==> src/rtl/x_pattern_gen_if.sv <==
// AXI4-Stream pixel bus carried between x_pattern_gen and downstream line processors.
interface x_pattern_gen_if;
    logic        tvalid;
    logic        tready;
    logic [63:0] tdata;
    logic [3:0]  tuser;
    logic        tlast;

    modport master (output tvalid, output tdata, output tuser, output tlast, input tready);
    modport slave  (input tvalid, input tdata, input tuser, input tlast, output tready);
endinterface

==> src/rtl/x_pattern_gen.sv <==
// AXI4-Stream frame source: programmable rows of a byte ramp with SOF/EOF/SOL/EOL on tuser.
// Every output is a flop loaded from the next-state view of the counters.
module x_pattern_gen (
    input  logic            aclk,
    input  logic            aclk_reset,
    input  logic            aclk_start,
    input  logic [15:0]     aclk_x_size,
    input  logic [15:0]     aclk_y_size,
    input  logic [15:0]     aclk_gap,
    input  logic            aclk_pattern,
    output logic            aclk_busy,
    output logic            aclk_frame_done,
    x_pattern_gen_if.master axis
);
    typedef enum logic [1:0] {IDLE, LINE, GAP} state_t;

    state_t      state_q, state_d;
    logic [15:0] beats_q, beats_d;
    logic [15:0] rows_q, rows_d;
    logic [15:0] gap_q, gap_d;
    logic        pattern_q, pattern_d;
    logic [15:0] beat_q, beat_d;
    logic [15:0] row_q, row_d;
    logic [15:0] gap_cnt_q, gap_cnt_d;
    logic        tvalid_q, tvalid_d;
    logic [63:0] tdata_q, tdata_d;
    logic [3:0]  tuser_q, tuser_d;
    logic        tlast_q, tlast_d;
    logic        busy_q, busy_d;
    logic        frame_done_q, frame_done_d;

    logic        xfer;
    logic        last_beat;
    logic        last_row;
    logic        nxt_first;
    logic        nxt_last;
    logic        nxt_last_row;
    logic [7:0]  row_off;
    logic [15:0] start_beats;

    assign xfer        = tvalid_q && axis.tready;
    assign last_beat   = (beat_q == beats_q - 16'd1);
    assign last_row    = (row_q == rows_q - 16'd1);
    assign start_beats = aclk_x_size >> 3;

    always_comb begin
        state_d      = state_q;
        beats_d      = beats_q;
        rows_d       = rows_q;
        gap_d        = gap_q;
        pattern_d    = pattern_q;
        beat_d       = beat_q;
        row_d        = row_q;
        gap_cnt_d    = gap_cnt_q;
        frame_done_d = 1'b0;

        case (state_q)
            IDLE: begin
                if (aclk_start) begin
                    beats_d   = start_beats;
                    rows_d    = aclk_y_size;
                    gap_d     = aclk_gap;
                    pattern_d = aclk_pattern;
                    beat_d    = 16'd0;
                    row_d     = 16'd0;
                    if (start_beats == 16'd0 || aclk_y_size == 16'd0) begin
                        frame_done_d = 1'b1;
                    end else begin
                        // One pass through GAP delays the first beat by a cycle after start.
                        state_d   = GAP;
                        gap_cnt_d = 16'd0;
                    end
                end
            end
            LINE: begin
                if (xfer) begin
                    if (last_beat) begin
                        beat_d = 16'd0;
                        if (last_row) begin
                            state_d      = IDLE;
                            frame_done_d = 1'b1;
                        end else begin
                            row_d = row_q + 16'd1;
                            if (gap_q != 16'd0) begin
                                state_d   = GAP;
                                gap_cnt_d = gap_q - 16'd1;
                            end
                        end
                    end else begin
                        beat_d = beat_q + 16'd1;
                    end
                end
            end
            GAP: begin
                if (gap_cnt_q == 16'd0) begin
                    state_d = LINE;
                end else begin
                    gap_cnt_d = gap_cnt_q - 16'd1;
                end
            end
            default: state_d = IDLE;
        endcase

        tvalid_d     = (state_d == LINE);
        tdata_d      = 64'd0;
        tuser_d      = 4'd0;
        tlast_d      = 1'b0;
        nxt_first    = (beat_d == 16'd0);
        nxt_last     = (beat_d == beats_d - 16'd1);
        nxt_last_row = (row_d == rows_d - 16'd1);
        row_off      = pattern_d ? row_d[7:0] : 8'h00;
        if (tvalid_d) begin
            // Only beat[4:0] matters: 32 beats of 8 bytes cover one full byte wrap.
            for (int b = 0; b < 8; b++) begin
                tdata_d[8*b +: 8] = {beat_d[4:0], 3'b000} + 8'(b) + row_off;
            end
            tuser_d[0] = nxt_first && (row_d == 16'd0);
            tuser_d[2] = nxt_first && (row_d != 16'd0);
            tuser_d[1] = nxt_last && nxt_last_row;
            tuser_d[3] = nxt_last && !nxt_last_row;
            tlast_d    = nxt_last;
        end
        busy_d = (state_d != IDLE);
    end

    always_ff @(posedge aclk) begin
        if (aclk_reset) begin
            state_q      <= IDLE;
            beats_q      <= 16'd0;
            rows_q       <= 16'd0;
            gap_q        <= 16'd0;
            pattern_q    <= 1'b0;
            beat_q       <= 16'd0;
            row_q        <= 16'd0;
            gap_cnt_q    <= 16'd0;
            tvalid_q     <= 1'b0;
            tdata_q      <= 64'd0;
            tuser_q      <= 4'd0;
            tlast_q      <= 1'b0;
            busy_q       <= 1'b0;
            frame_done_q <= 1'b0;
        end else begin
            state_q      <= state_d;
            beats_q      <= beats_d;
            rows_q       <= rows_d;
            gap_q        <= gap_d;
            pattern_q    <= pattern_d;
            beat_q       <= beat_d;
            row_q        <= row_d;
            gap_cnt_q    <= gap_cnt_d;
            tvalid_q     <= tvalid_d;
            tdata_q      <= tdata_d;
            tuser_q      <= tuser_d;
            tlast_q      <= tlast_d;
            busy_q       <= busy_d;
            frame_done_q <= frame_done_d;
        end
    end

    assign axis.tvalid     = tvalid_q;
    assign axis.tdata      = tdata_q;
    assign axis.tuser      = tuser_q;
    assign axis.tlast      = tlast_q;
    assign aclk_busy       = busy_q;
    assign aclk_frame_done = frame_done_q;
endmodule

==> src/flat_wrapper.sv <==
// flat-port wrapper written by rule: the top's interface ports become plain ports
module x_pattern_gen_flat 
  (aclk, aclk_reset, aclk_start, aclk_x_size, aclk_y_size, aclk_gap, aclk_pattern, aclk_busy, aclk_frame_done, axis_tvalid, axis_tdata, axis_tuser, axis_tlast, axis_tready);
  x_pattern_gen_if axis_i ();
  input  logic aclk;
  input  logic aclk_reset;
  input  logic aclk_start;
  input  logic [15:0] aclk_x_size;
  input  logic [15:0] aclk_y_size;
  input  logic [15:0] aclk_gap;
  input  logic aclk_pattern;
  output logic aclk_busy;
  output logic aclk_frame_done;
  output wire logic [$bits(axis_i.tvalid)-1:0] axis_tvalid;
  output wire logic [$bits(axis_i.tdata)-1:0] axis_tdata;
  output wire logic [$bits(axis_i.tuser)-1:0] axis_tuser;
  output wire logic [$bits(axis_i.tlast)-1:0] axis_tlast;
  input wire logic [$bits(axis_i.tready)-1:0] axis_tready;
  assign axis_tvalid = axis_i.tvalid;
  assign axis_tdata = axis_i.tdata;
  assign axis_tuser = axis_i.tuser;
  assign axis_tlast = axis_i.tlast;
  assign axis_i.tready = axis_tready;
  x_pattern_gen u_core (.aclk(aclk), .aclk_reset(aclk_reset), .aclk_start(aclk_start), .aclk_x_size(aclk_x_size), .aclk_y_size(aclk_y_size), .aclk_gap(aclk_gap), .aclk_pattern(aclk_pattern), .aclk_busy(aclk_busy), .aclk_frame_done(aclk_frame_done), .axis(axis_i));
endmodule
==> config.mk <==
export PLATFORM = sky130hd
export DESIGN_NAME = x_pattern_gen_flat
export DESIGN_NICKNAME = d
export VERILOG_FILES = /design/src/rtl/x_pattern_gen_if.sv /design/src/rtl/x_pattern_gen.sv /design/src/flat_wrapper.sv
export SDC_FILE = /design/constraint.sdc
export NUM_CORES = 1
export LEC_CHECK = 0
export ABC_AREA = 0
export ABC_CLOCK_PERIOD_IN_PS = 11700
export BUFFER_PORTS_ARGS = -buffer_cell sky130_fd_sc_hd__buf_2
export CORE_MARGIN = 2
export CORE_UTILIZATION = 30
export DETAILED_ROUTE_END_ITERATION = 8
export PLACE_DENSITY = 0.43
export RECOVER_POWER = 25
export SYNTH_ARGS = -nofsm -noshare
export SYNTH_HDL_FRONTEND = slang
export SYNTH_SLANG_ARGS = --single-unit
==> constraint.sdc <==
create_clock -name aclk -period 11.7 [get_ports aclk]
set_input_delay 1.755 -clock aclk [delete_from_list [all_inputs] [get_ports aclk]]
set_output_delay 1.755 -clock aclk [all_outputs]
set_load 0.005 [all_outputs]
==> impl_metrics.csv, run 1 <==
group,metric,value,unit
outcome,outcome,"complete, but fails checks",
outcome,violations,"capacitance limit, slew limit",
finish,nFillCells,4239,
clocking,cts_setup_buffers,0,
die,die_w,206,um
hold_path,hold_depth,2,
synth,yosys.area_share.xor_xnor,0.0955,
placement,gp_congestion,0.866,
routing,wirelength,43100,um
routing,ant_nets,0,
synth,ys_seq_area_frac,0.264,
worst_setup_path,crit_path_end_kind,"flip-flop",
worst_setup_path,r2r_slack,4.59,ns
timing,setup_viol,0,
clocking,clk_pin_slew,0.07,ns
global_route,grt_overflow,0,
global_route,grt_pass1_wl,66700,um
synth,synth_top_area_share,0.264,
power,vdd_ir_drop_max,0.128,mV
timing,clock_skew,0.0184,ns
hold_path,hold_end,"u_core.gap_q[0]",
clocking,cts_buffer_depth,2,
clocking,htreeDepth,4,
timing,max_freq,118,MHz
synth,yosys_warnings,0,
routing,via_per_inst,5.47,
global_route,grt_pass1_vias,11300,
finish,drive_above_1_share,0.114,
finish,fin_nets,1731,
hold_path,hold_path_class,"flip-flop to flip-flop",
die,die_h,206,um
synth,yosys.area.top_type,"dfxtp_1",
clocking,clock-sinks,161,
worst_setup_path,cp.required,12.10,ns
synth,syn_area_per_cell,7.51,um^2
synth,ys_async_sr_fraction,0,
worst_setup_path,crit_type,"primary input to flip-flop",
worst_setup_path,slowest_stage,"and2_0",
worst_setup_path,cp_slowest_stage_delay,1.73,ns
worst_setup_path,reg2regPathDepth,17,
die,core.rowCount,73,
timing,final_max_slew_viol_count,30,
synth,syn_nets,1704,
job,max_cap_viol_count,1,
clocking,cts_hold_buf,0,
timing,slew-limit-headroom,-0.473,
synth,yosys.area_share.simple,0.293,
clocking,cts_buffers,17,
finish,syn2layout_area_growth,11.5,%
worst_setup_path,worstSetupStartpointType,"primary input",
routing,post_drt_wl_per_cell,19.7,um
synth,synth-edff-count,0,
placement,dpl.hpwl,31400,um
power,leakagePower,5.03,nW
global_route,grt_max_degree,82,
synth,netlist_area,12200,um^2
die,design.core.area,39900,um^2
timing,setup_tns,0,ns
clocking,cts_resized,0,
timing,timing_hold_violations_final,0,
power,power_density,186,nW/um^2
synth,synth.distinct_cells,95,
synth,synth-adder-area-share,0.0277,
die,pin_count,125,
timing,fin_crit,8.46,ns
routing,drt-initial-drc-count,928,
routing,via_count,12000,
die,die-area,42300,um^2
clocking,cts_tree,"built",
synth,ys_top_cells_by_area,"dfxtp_1, nor2_1, nand2_1",
timing,rsz0062_at_grt,"false",
clocking,clock_latency,0.46,ns
worst_setup_path,worst_path_most_repeated_cell,"mux2i_1",
synth,synth-compound-area-share,0.205,
worst_setup_path,critPathArrivalTime,8.86,ns
routing,drc,0,
hold_path,hp-start,"u_core.gap_q[0]",
synth,synth_top_family_by_area,"simple AND/OR/NAND/NOR gates",
timing,finalCritPeriodShare,0.723,
global_route,antenna_found_initial,2,
placement,port_buffers,121,
synth,ys_ff_latch,161,
routing,firstDrtPassIters,5,
timing,tightest_slew,2.21,ns
global_route,grt.total_usage,0.204,
synth,yosys_most_used_dff,"dfxtp_1",
worst_setup_path,critPathMaxFanout,40,
die,start_util,0.306,
finish,final_util,0.341,
clocking,clock-root-buffer,"clkbuf_16",
synth,synth_mux_area_frac,0.0595,
worst_setup_path,r2r-start,"u_core.state_q[1]",
worst_setup_path,path_cells,"buf_2 -> clkbuf_1 -> and2_0 -> buf_4 -> mux2i_1 -> ha_1 -> o221ai_1 -> nor4_1 -> xor2_1 -> mux2i_1 -> o211ai_1 -> or4_1 -> nor3_1 -> nand4_1 -> a2111o_1 -> o21ba_1",
synth,syn_inst,1626,
worst_setup_path,reg2reg_to,"u_core.axis.tuser[3]",
-- area by class of cell --
| class | instances | area (um^2) | area share |
|---|---|---|---|
| multi-input combinational | 1301 | 8330 | 0.612 |
| sequential | 161 | 3220 | 0.237 |
| timing repair buffer | 138 | 688 | 0.0506 |
| tap | 525 | 657 | 0.0483 |
| clock buffer | 18 | 439 | 0.0323 |
| clock inverter | 14 | 140 | 0.0103 |
| inverter | 34 | 133 | 0.00974 |
| antenna | 2 | 5.00 | 0.000368 |
-- critical path, delay by kind of cell --
kind	cells	cell delay (ns)
AND/OR/NAND/NOR	5	2.90
multiplexers	2	0.90
buffers and inverters	3	1.58
XOR/XNOR	1	0.11
AO/OA/AOI/OAI	4	1.25
adder cells (fa/ha/maj)	1	0.27
-- routing by layer --
layer,part of all wire,track usage
met5,0,0
met4,0.016,0.0545
met1,0.47,0.277
met3,0.056,0.0363
met2,0.46,0.332
-- cells in the mapped netlist (all sizes together), types with 13 or more instances --
master  count
a211oi     17
a21oi      94
a22oi      24
a31oi      14
and2       26
and3       23
buf        25
clkbuf    105
dfxtp     161
ha         23
inv        33
mux2       13
mux2i      58
nand2     160
nand3      42
nand4      21
nor2      198
nor2b      34
nor3       61
nor3b      14
nor4       37
o21ai      78
o31ai      13
or3        21
xnor2      67
xor2       64
-- cells in the final DEF, fill, tap and decap left out, types with 21 or more instances in the layout --
cell      instances
a21oi_1          94
a22oi_1          24
and2_1           23
and3_1           23
buf_2            85
clkbuf_1         35
dfxtp_1         161
ha_1             21
inv_1            33
mux2i_1          58
nand2_1         159
nand3_1          42
nor2_1          197
nor2b_1          34
nor3_1           59
nor4_1           35
o21ai_0          77
or3_1            21
xnor2_1          67
xor2_1           63
-- state kept, by name, summed over array words and instances (netlist names) --
name,cells
u_core.pattern_q,1
u_core.rows_q,16
u_core.aclk_busy,1
u_core.aclk_frame_done,1
u_core.axis.tuser,4
u_core.state_q,2
u_core.axis.tlast,1
u_core.axis.tvalid,1
u_core.row_q,16
u_core.beat_q,16
u_core.axis.tdata,54
u_core.gap_q,16
u_core.gap_cnt_q,16
u_core.beats_q,16
-- where the power goes --
group	leakage, nW	internal, mW	switching (mW)
logic	3.45	0.468	0.798
clock network	0.278	0.288	0.284
registers	1.31	0.606	0.0814
total	5.03	1.36	1.16
-- metrics by stage --
| stage | hold slack (ns) | worst slack, ns | cells | total power, mW | cell area, um^2 |
|---|---|---|---|---|---|
| 6_report | 0.489 | 3.24 | 2193 | 2.53 | 13600 |
| 5_1_grt | 0.509 | 2.60 | 2191 | 2.71 | 13600 |
| 4_1_cts | 0.490 | 5.18 | 2191 | 2.54 | 13700 |
| 3_5_place_dp | 0.479 | 4.70 | 2159 | 1.96 | 13100 |
| 3_3_place_gp | 0.475 | 4.72 | 2159 | 1.95 | 13100 |
| 2_1_floorplan | 0.447 | 5.01 | 1626 | 1.62 | 12200 |
-- worst max-delay path by stage --
stage          startpoint                    to  slack (ns)  depth (start not counted)
2_1_floorplan  aclk_start  u_core.axis.tuser[3]        5.01                         19
3_3_place_gp   aclk_start  u_core.axis.tuser[3]        4.72                         16
3_5_place_dp   aclk_start  u_core.axis.tuser[3]        4.70                         16
4_1_cts        aclk_start  u_core.axis.tuser[3]        5.18                         16
5_1_grt        aclk_start  u_core.axis.tuser[3]        2.60                         16
6_report       aclk_start  u_core.axis.tuser[3]        3.24                         16
-- logic make-up after synthesis --
kind of cell / after synthesis
buf+inv: 164
xor+xnor: 131
compound gates: 368
flops: 161
simple gates: 705
mux: 71
fa+ha+maj: 26
(Power assumes the default switching activity.)
==> run 2, diff against run 1 <==
--- a/config.mk
+++ b/config.mk
@@ -5,13 +5,13 @@
 export SDC_FILE = /design/constraint.sdc
 export NUM_CORES = 1
 export LEC_CHECK = 0
-export ABC_AREA = 0
-export ABC_CLOCK_PERIOD_IN_PS = 11700
+export ABC_AREA = 1
+export ABC_CLOCK_PERIOD_IN_PS = 8540
 export BUFFER_PORTS_ARGS = -buffer_cell sky130_fd_sc_hd__buf_2
 export CORE_MARGIN = 2
 export CORE_UTILIZATION = 30
 export DETAILED_ROUTE_END_ITERATION = 8
-export PLACE_DENSITY = 0.43
+export PLACE_DENSITY = 0.44
 export RECOVER_POWER = 25
 export SYNTH_ARGS = -nofsm -noshare
 export SYNTH_HDL_FRONTEND = slang
==> constraint.sdc (replaced) <==
create_clock -name aclk -period 8.54 [get_ports aclk]
set_input_delay 1.281 -clock aclk [delete_from_list [all_inputs] [get_ports aclk]]
set_output_delay 1.281 -clock aclk [all_outputs]
set_load 0.005 [all_outputs]
==> impl_metrics.csv, run 2 <==
group,metric,value,unit
global_route,grt_util_met2,0.319,
die,die_h,196,um
routing,via_per_inst,4.72,
synth,ys_ff_latch,161,
finish,syn2layout_area_growth,13.2,%
worst_setup_path,worstSetupStartpointType,"primary input",
clocking,cts_hold_buf,0,
routing,wirelength,36700,um
placement,gp_congestion,0.848,
routing,drt-initial-drc-count,784,
clocking,cts_resized,0,
finish,final_cell_mix,"nand2_1, inv_1, nor2_1",
clocking,clock_latency,0.45,ns
synth,yosys.area.top_type,"dfxtp_1",
synth,yosys_most_used_dff,"dfxtp_1",
synth,ys_seq_area_frac,0.292,
die,design.core.area,36300,um^2
timing,setup_tns,0,ns
timing,hold_ws,0.461,ns
synth,netlist_area,11000,um^2
power,power_density,170,nW/um^2
synth,syn_area_per_cell,6.17,um^2
outcome,outcome,"finished clean",
synth,syn_inst,1787,
power,vdd_ir_drop_max,0.144,mV
synth,ys_top_cells_by_area,"dfxtp_1, nand2_1, inv_1",
hold_path,hold_path_class,"flip-flop to flip-flop",
global_route,grt-busiest-layer,"met2",
power,leakagePower,6.02,nW
timing,max_freq,197,MHz
synth,synth-edff-count,0,
global_route,met3_usage,0.0409,
clocking,clk_pin_slew,0.07,ns
global_route,grt_pass1_vias,10500,
job,max_cap_viol_count,0,
worst_setup_path,critPathArrivalTime,5.45,ns
clocking,cts_tree,"built",
timing,tightest_slew,1.25,ns
synth,synth.distinct_cells,50,
routing,ant_nets,0,
global_route,grt.total_usage,0.195,
clocking,clock-sinks,161,
routing,via_count,11100,
worst_setup_path,crit_type,"primary input to flip-flop",
global_route,grt_pass1_wl,58100,um
timing,fin_crit,5.07,ns
die,die-area,38300,um^2
global_route,met1_usage,0.267,
clocking,cts_setup_buffers,0,
die,core.rowCount,70,
synth,ys_async_sr_fraction,0,
timing,setup_viol,0,
die,start_util,0.303,
global_route,antenna_found_initial,2,
timing,clock_skew,0.0119,ns
timing,timing_hold_violations_final,0,
clocking,cts_buffer_depth,2,
finish,fin_nets,1952,
synth,yosys_warnings,0,
placement,dp_cells,2323,
finish,largest_reg_flops,54,
timing,slew-limit-headroom,0.164,
placement,port_buffers,121,
synth,yosysMostFrequentCell,"nand2_1",
clocking,clock-root-buffer,"clkbuf_16",
timing,rsz0062_at_grt,"false",
worst_setup_path,crit_path_end_kind,"flip-flop",
synth,synth_top_area_share,0.292,
die,pin_count,125,
finish,instances_no_fill,2356,
routing,drc,0,
placement,dpl.hpwl,28700,um
timing,final_max_slew_viol_count,0,
routing,firstDrtPassIters,5,
timing,finalCritPeriodShare,0.594,
worst_setup_path,critPathMaxFanout,34,
synth,synthTopCellsByCount,"nand2_1, inv_1, nor2_1",
global_route,grt_overflow,0,
clocking,cts_buffers,17,
finish,layout_commonest_cell,"nand2_1",
die,die_w,196,um
finish,drive_above_1_share,0.104,
clocking,htreeDepth,4,
synth,syn_nets,1865,
routing,post_drt_wl_per_cell,15.6,um
worst_setup_path,cp.required,8.91,ns
global_route,grt_max_degree,80,
## run 2: cell types whose count changed after synthesis, sizes merged, moves of 25 or more
cell,change
xnor2,-56
nor2,+65
a21oi,-25
mux2i,-55
inv,+240
nor2b,-34
o21ai,+50
nand3,+92
nand2,+313
nor3,-40
clkbuf,-79
## run 2: path summary, 6_finish.rpt
path,slack [ns],cells past startpoint,end,startpoint
setup / recovery,3.47,15,u_core.axis.tdata[39],aclk_start
hold / removal,0.46,2,u_core.gap_q[7],u_core.gap_q[7]
setup reg to reg,3.55,24,u_core.axis.tdata[39],u_core.rows_q[0]
hold reg to reg,0.46,2,u_core.gap_q[7],u_core.gap_q[7]
## run 2: logic make-up (layout without fill, tap and decap cells)
| group | count (synthesis) | count (layout) | share of synthesized area |
|---|---|---|---|
| buffers and inverters | 333 | 432 | 0.125 |
| other | 0 | 2 | 0 |
| adders and majority gates | 25 | 25 | 0.0297 |
| and+or+nand+nor | 973 | 973 | 0.389 |
| DFF | 161 | 161 | 0.292 |
| AOI/OAI and AO/OA | 237 | 237 | 0.116 |
| xor gates and xnor gates | 55 | 55 | 0.0451 |
| muxes | 3 | 3 | 0.00273 |
## run 2: power by group
| group | total, mW | internal (mW) | switching, mW |
|---|---|---|---|
| Combinational | 0.501 | 0.161 | 0.340 |
| Clock | 0.816 | 0.449 | 0.367 |
| Sequential | 0.807 | 0.782 | 0.0251 |
| Total | 2.12 | 1.39 | 0.732 |
## run 2: area by class of cell
cell class | count | area, um^2
Antenna cell | 2 | 5.00
Clock buffer | 18 | 439
Clock inverter | 13 | 163
Fill cell | 4022 | 23900
Timing Repair Buffer | 126 | 607
Tap cell | 468 | 586
Inverter | 275 | 1030
Sequential cell | 161 | 3220
Multi-Input combinational cell | 1293 | 6420
## run 2: through the flow
stage / setup WS (ns) / util / instance area (um^2) / total power [mW]
6_report: 3.47 / 0.343 / 12500 / 2.12
5_1_grt: 2.90 / 0.343 / 12500 / 2.26
4_1_cts: 3.60 / 0.344 / 12500 / 2.16
3_5_place_dp: 3.16 / 0.328 / 11900 / 1.33
3_3_place_gp: 3.21 / 0.328 / 11900 / 1.32
2_1_floorplan: 4.69 / - / 11000 / 1.20
## run 2: critical path, stage by stage
cell	delay (ns)
buf_2	0.11
nand2_1	0.90
inv_2	0.35
or2_2	0.37
o21ai_1	0.26
nor2_1	0.17
ha_1	0.49
clkinv_1	0.31
nor2_1	0.16
inv_1	0.06
nor2_1	0.33
inv_1	0.10
o21ai_0	0.24
o21ai_0	0.12
a21oi_1	0.16
## run 2: layer usage
layer / part of all wire / vias to the layer above
li1: - / 5828
met1: 0.49 / 5059
met2: 0.45 / 218
met3: 0.049 / 26
met4: 0.012 / 0
met5: 0 / -
==> run 3, diff against run 2 <==
--- a/config.mk
+++ b/config.mk
@@ -5,13 +5,13 @@
 export SDC_FILE = /design/constraint.sdc
 export NUM_CORES = 1
 export LEC_CHECK = 0
-export ABC_AREA = 1
-export ABC_CLOCK_PERIOD_IN_PS = 8540
+export ABC_AREA = 0
+export ABC_CLOCK_PERIOD_IN_PS = 4600
 export BUFFER_PORTS_ARGS = -buffer_cell sky130_fd_sc_hd__buf_2
 export CORE_MARGIN = 2
 export CORE_UTILIZATION = 30
 export DETAILED_ROUTE_END_ITERATION = 8
-export PLACE_DENSITY = 0.44
+export PLACE_DENSITY = 0.45
 export RECOVER_POWER = 25
 export SYNTH_ARGS = -nofsm -noshare
 export SYNTH_HDL_FRONTEND = slang
==> constraint.sdc (replaced) <==
create_clock -name aclk -period 4.6 [get_ports aclk]
set_input_delay 0.69 -clock aclk [delete_from_list [all_inputs] [get_ports aclk]]
set_output_delay 0.69 -clock aclk [all_outputs]
set_load 0.005 [all_outputs]
==> impl_metrics.csv, run 3 (synthesis gave the netlist of run 1 again) <==
group,metric,value,unit
outcome,outcome,"finished clean",
clocking,cts_hold_buf,0,
placement,port_buffers,121,
die,die_w,206,um
power,vdd_ir_drop_max,0.302,mV
worst_setup_path,path_delay_family,"compound AO/OA/AOI/OAI gates",
clocking,clk_pin_slew,0.08,ns
global_route,grt.total_usage,0.216,
timing,final_max_slew_viol_count,0,
worst_setup_path,path_buf_inv,3,
worst_setup_path,crit_start,"u_core.rows_q[0]",
global_route,grt_pass1_vias,12000,
global_route,grt-busiest-layer,"met2",
power,total_power,6.88,mW
worst_setup_path,worstSetupStartpointType,"flip-flop",
clocking,clock-sinks,161,
die,die-area,42300,um^2
routing,post_drt_wl_per_cell,19.4,um
finish,final_util,0.372,
global_route,met1_usage,0.300,
die,core.rowCount,73,
routing,firstDrtPassIters,6,
global_route,grt_overflow,0,
timing,setup_tns,0,ns
die,design.core.area,39900,um^2
worst_setup_path,crit_type,"flip-flop to flip-flop",
global_route,grt_max_degree,54,
clocking,cts_tree,"built",
timing,fin_crit,4.44,ns
clocking,clock_latency,0.47,ns
worst_setup_path,path_cells,"inv_1 -> ha_1 -> or4b_4 -> or4_1 -> nand3_1 -> nand4_2 -> buf_4 -> a2111o_1 -> nand3_1 -> buf_4 -> nor3b_1 -> o21ai_0 -> o2111ai_1 -> a2111o_1 -> o21ba_1",
worst_setup_path,critPathMaxFanout,11,
finish,layout_commonest_cell,"nor2_1",
timing,finalCritPeriodShare,0.966,
finish,syn2layout_area_growth,21.5,%
global_route,grt_util_met2,0.341,
timing,tightest_slew,0.915,ns
placement,gp_congestion,0.920,
global_route,antenna_found_initial,0,
clocking,htreeDepth,4,
global_route,grt_pass1_wl,70000,um
routing,ant_nets,0,
worst_setup_path,crit_path_end_kind,"flip-flop",
die,start_util,0.306,
routing,wirelength,45200,um
routing,drc,0,
routing,via_per_inst,5.40,
placement,preCtsSetupSlack,-0.102,ns
clocking,cts_buffer_depth,2,
timing,timing_hold_violations_final,0,
placement,dp_cells,2293,
finish,largest_reg_flops,54,
die,pin_count,125,
timing,worst_slack,0.157,ns
power,power_density,464,nW/um^2
worst_setup_path,cp.required,4.95,ns
power,leakagePower,5.79,nW
timing,slew-limit-headroom,0.385,
worst_setup_path,r2r-start,"u_core.rows_q[0]",
routing,drt-initial-drc-count,983,
timing,max_freq,225,MHz
die,die_h,206,um
worst_setup_path,cp_slowest_stage_delay,0.51,ns
routing,via_count,12600,
clocking,clock-root-buffer,"clkbuf_16",
finish,instances_no_fill,2331,
clocking,cts_buffers,17,
hold_path,hp-start,"aclk_gap[9]",
global_route,met3_usage,0.0331,
finish,final_cell_mix,"nor2_1, dfxtp_1, nand2_1",
worst_setup_path,slowest_stage,"or4_1",
finish,fin_nets,1871,
finish,drive_above_1_share,0.194,
worst_setup_path,critPathArrivalTime,4.80,ns
finish,antennaDiodeCount,0,
placement,dpl.hpwl,34700,um
timing,clock_skew,0.0119,ns
hold_path,hold_path_class,"primary input to flip-flop",
timing,setup_viol,0,
job,max_cap_viol_count,0,
## run 3: timing repair
item / in CTS / in global routing
setup endpoints to repair: 9 / 27
buffers inserted: 0 / 6
pin swaps: 0 / 6
gates resized for setup: 2 / 26
## run 3: power by group
group	total (mW)	switching (mW)	internal [mW]
combinational	3.71	2.21	1.51
clock	1.47	0.719	0.752
sequential	1.70	0.155	1.54
total	6.88	3.08	3.80
## run 3: worst reg2reg max path, cell delays in order, from the launching register on
cell and delay (ns):
dfxtp_1 0.31, inv_1 0.07, ha_1 0.17, or4b_4 0.49, or4_1 0.52, nand3_1 0.11, nand4_2 0.14, buf_4 0.18
a2111o_1 0.51, nand3_1 0.36, buf_4 0.26, nor3b_1 0.06, o21ai_0 0.39, o2111ai_1 0.19, a2111o_1 0.40, o21ba_1 0.18
## run 3: routing by layer
metal	routed length (um)	share of wire
met1	21500	0.48
met2	20200	0.45
met3	2390	0.053
met4	1150	0.026
met5	0	0
## run 3: path summary, 6_finish.rpt
| kind | endpoint | slack (ns) | depth (start not counted) |
|---|---|---|---|
| min reg2reg | u_core.gap_q[0] | 0.49 | 2 |
| max reg2reg | u_core.axis.tuser[3] | 0.16 | 15 |
| max | u_core.axis.tuser[3] | 0.16 | 15 |
| min | u_core.gap_q[9] | 0.46 | 3 |
## run 3: metrics by stage
step                area (um^2)  hold slack, ns
finish                    14800           0.459
global route              14800           0.453
CTS                       14700           0.435
detailed placement        14100           0.480
global placement          14100           0.476
floorplan                 12300           0.447
## run 3: layout make-up
cell class / count / area, um^2
fill: 4239 / 25100
multi-input combinational: 1301 / 8490
clock inverter: 13 / 136
tap: 525 / 657
inverter: 34 / 133
sequential: 161 / 3220
clock buffer: 19 / 453
timing repair buffer: 278 / 1750
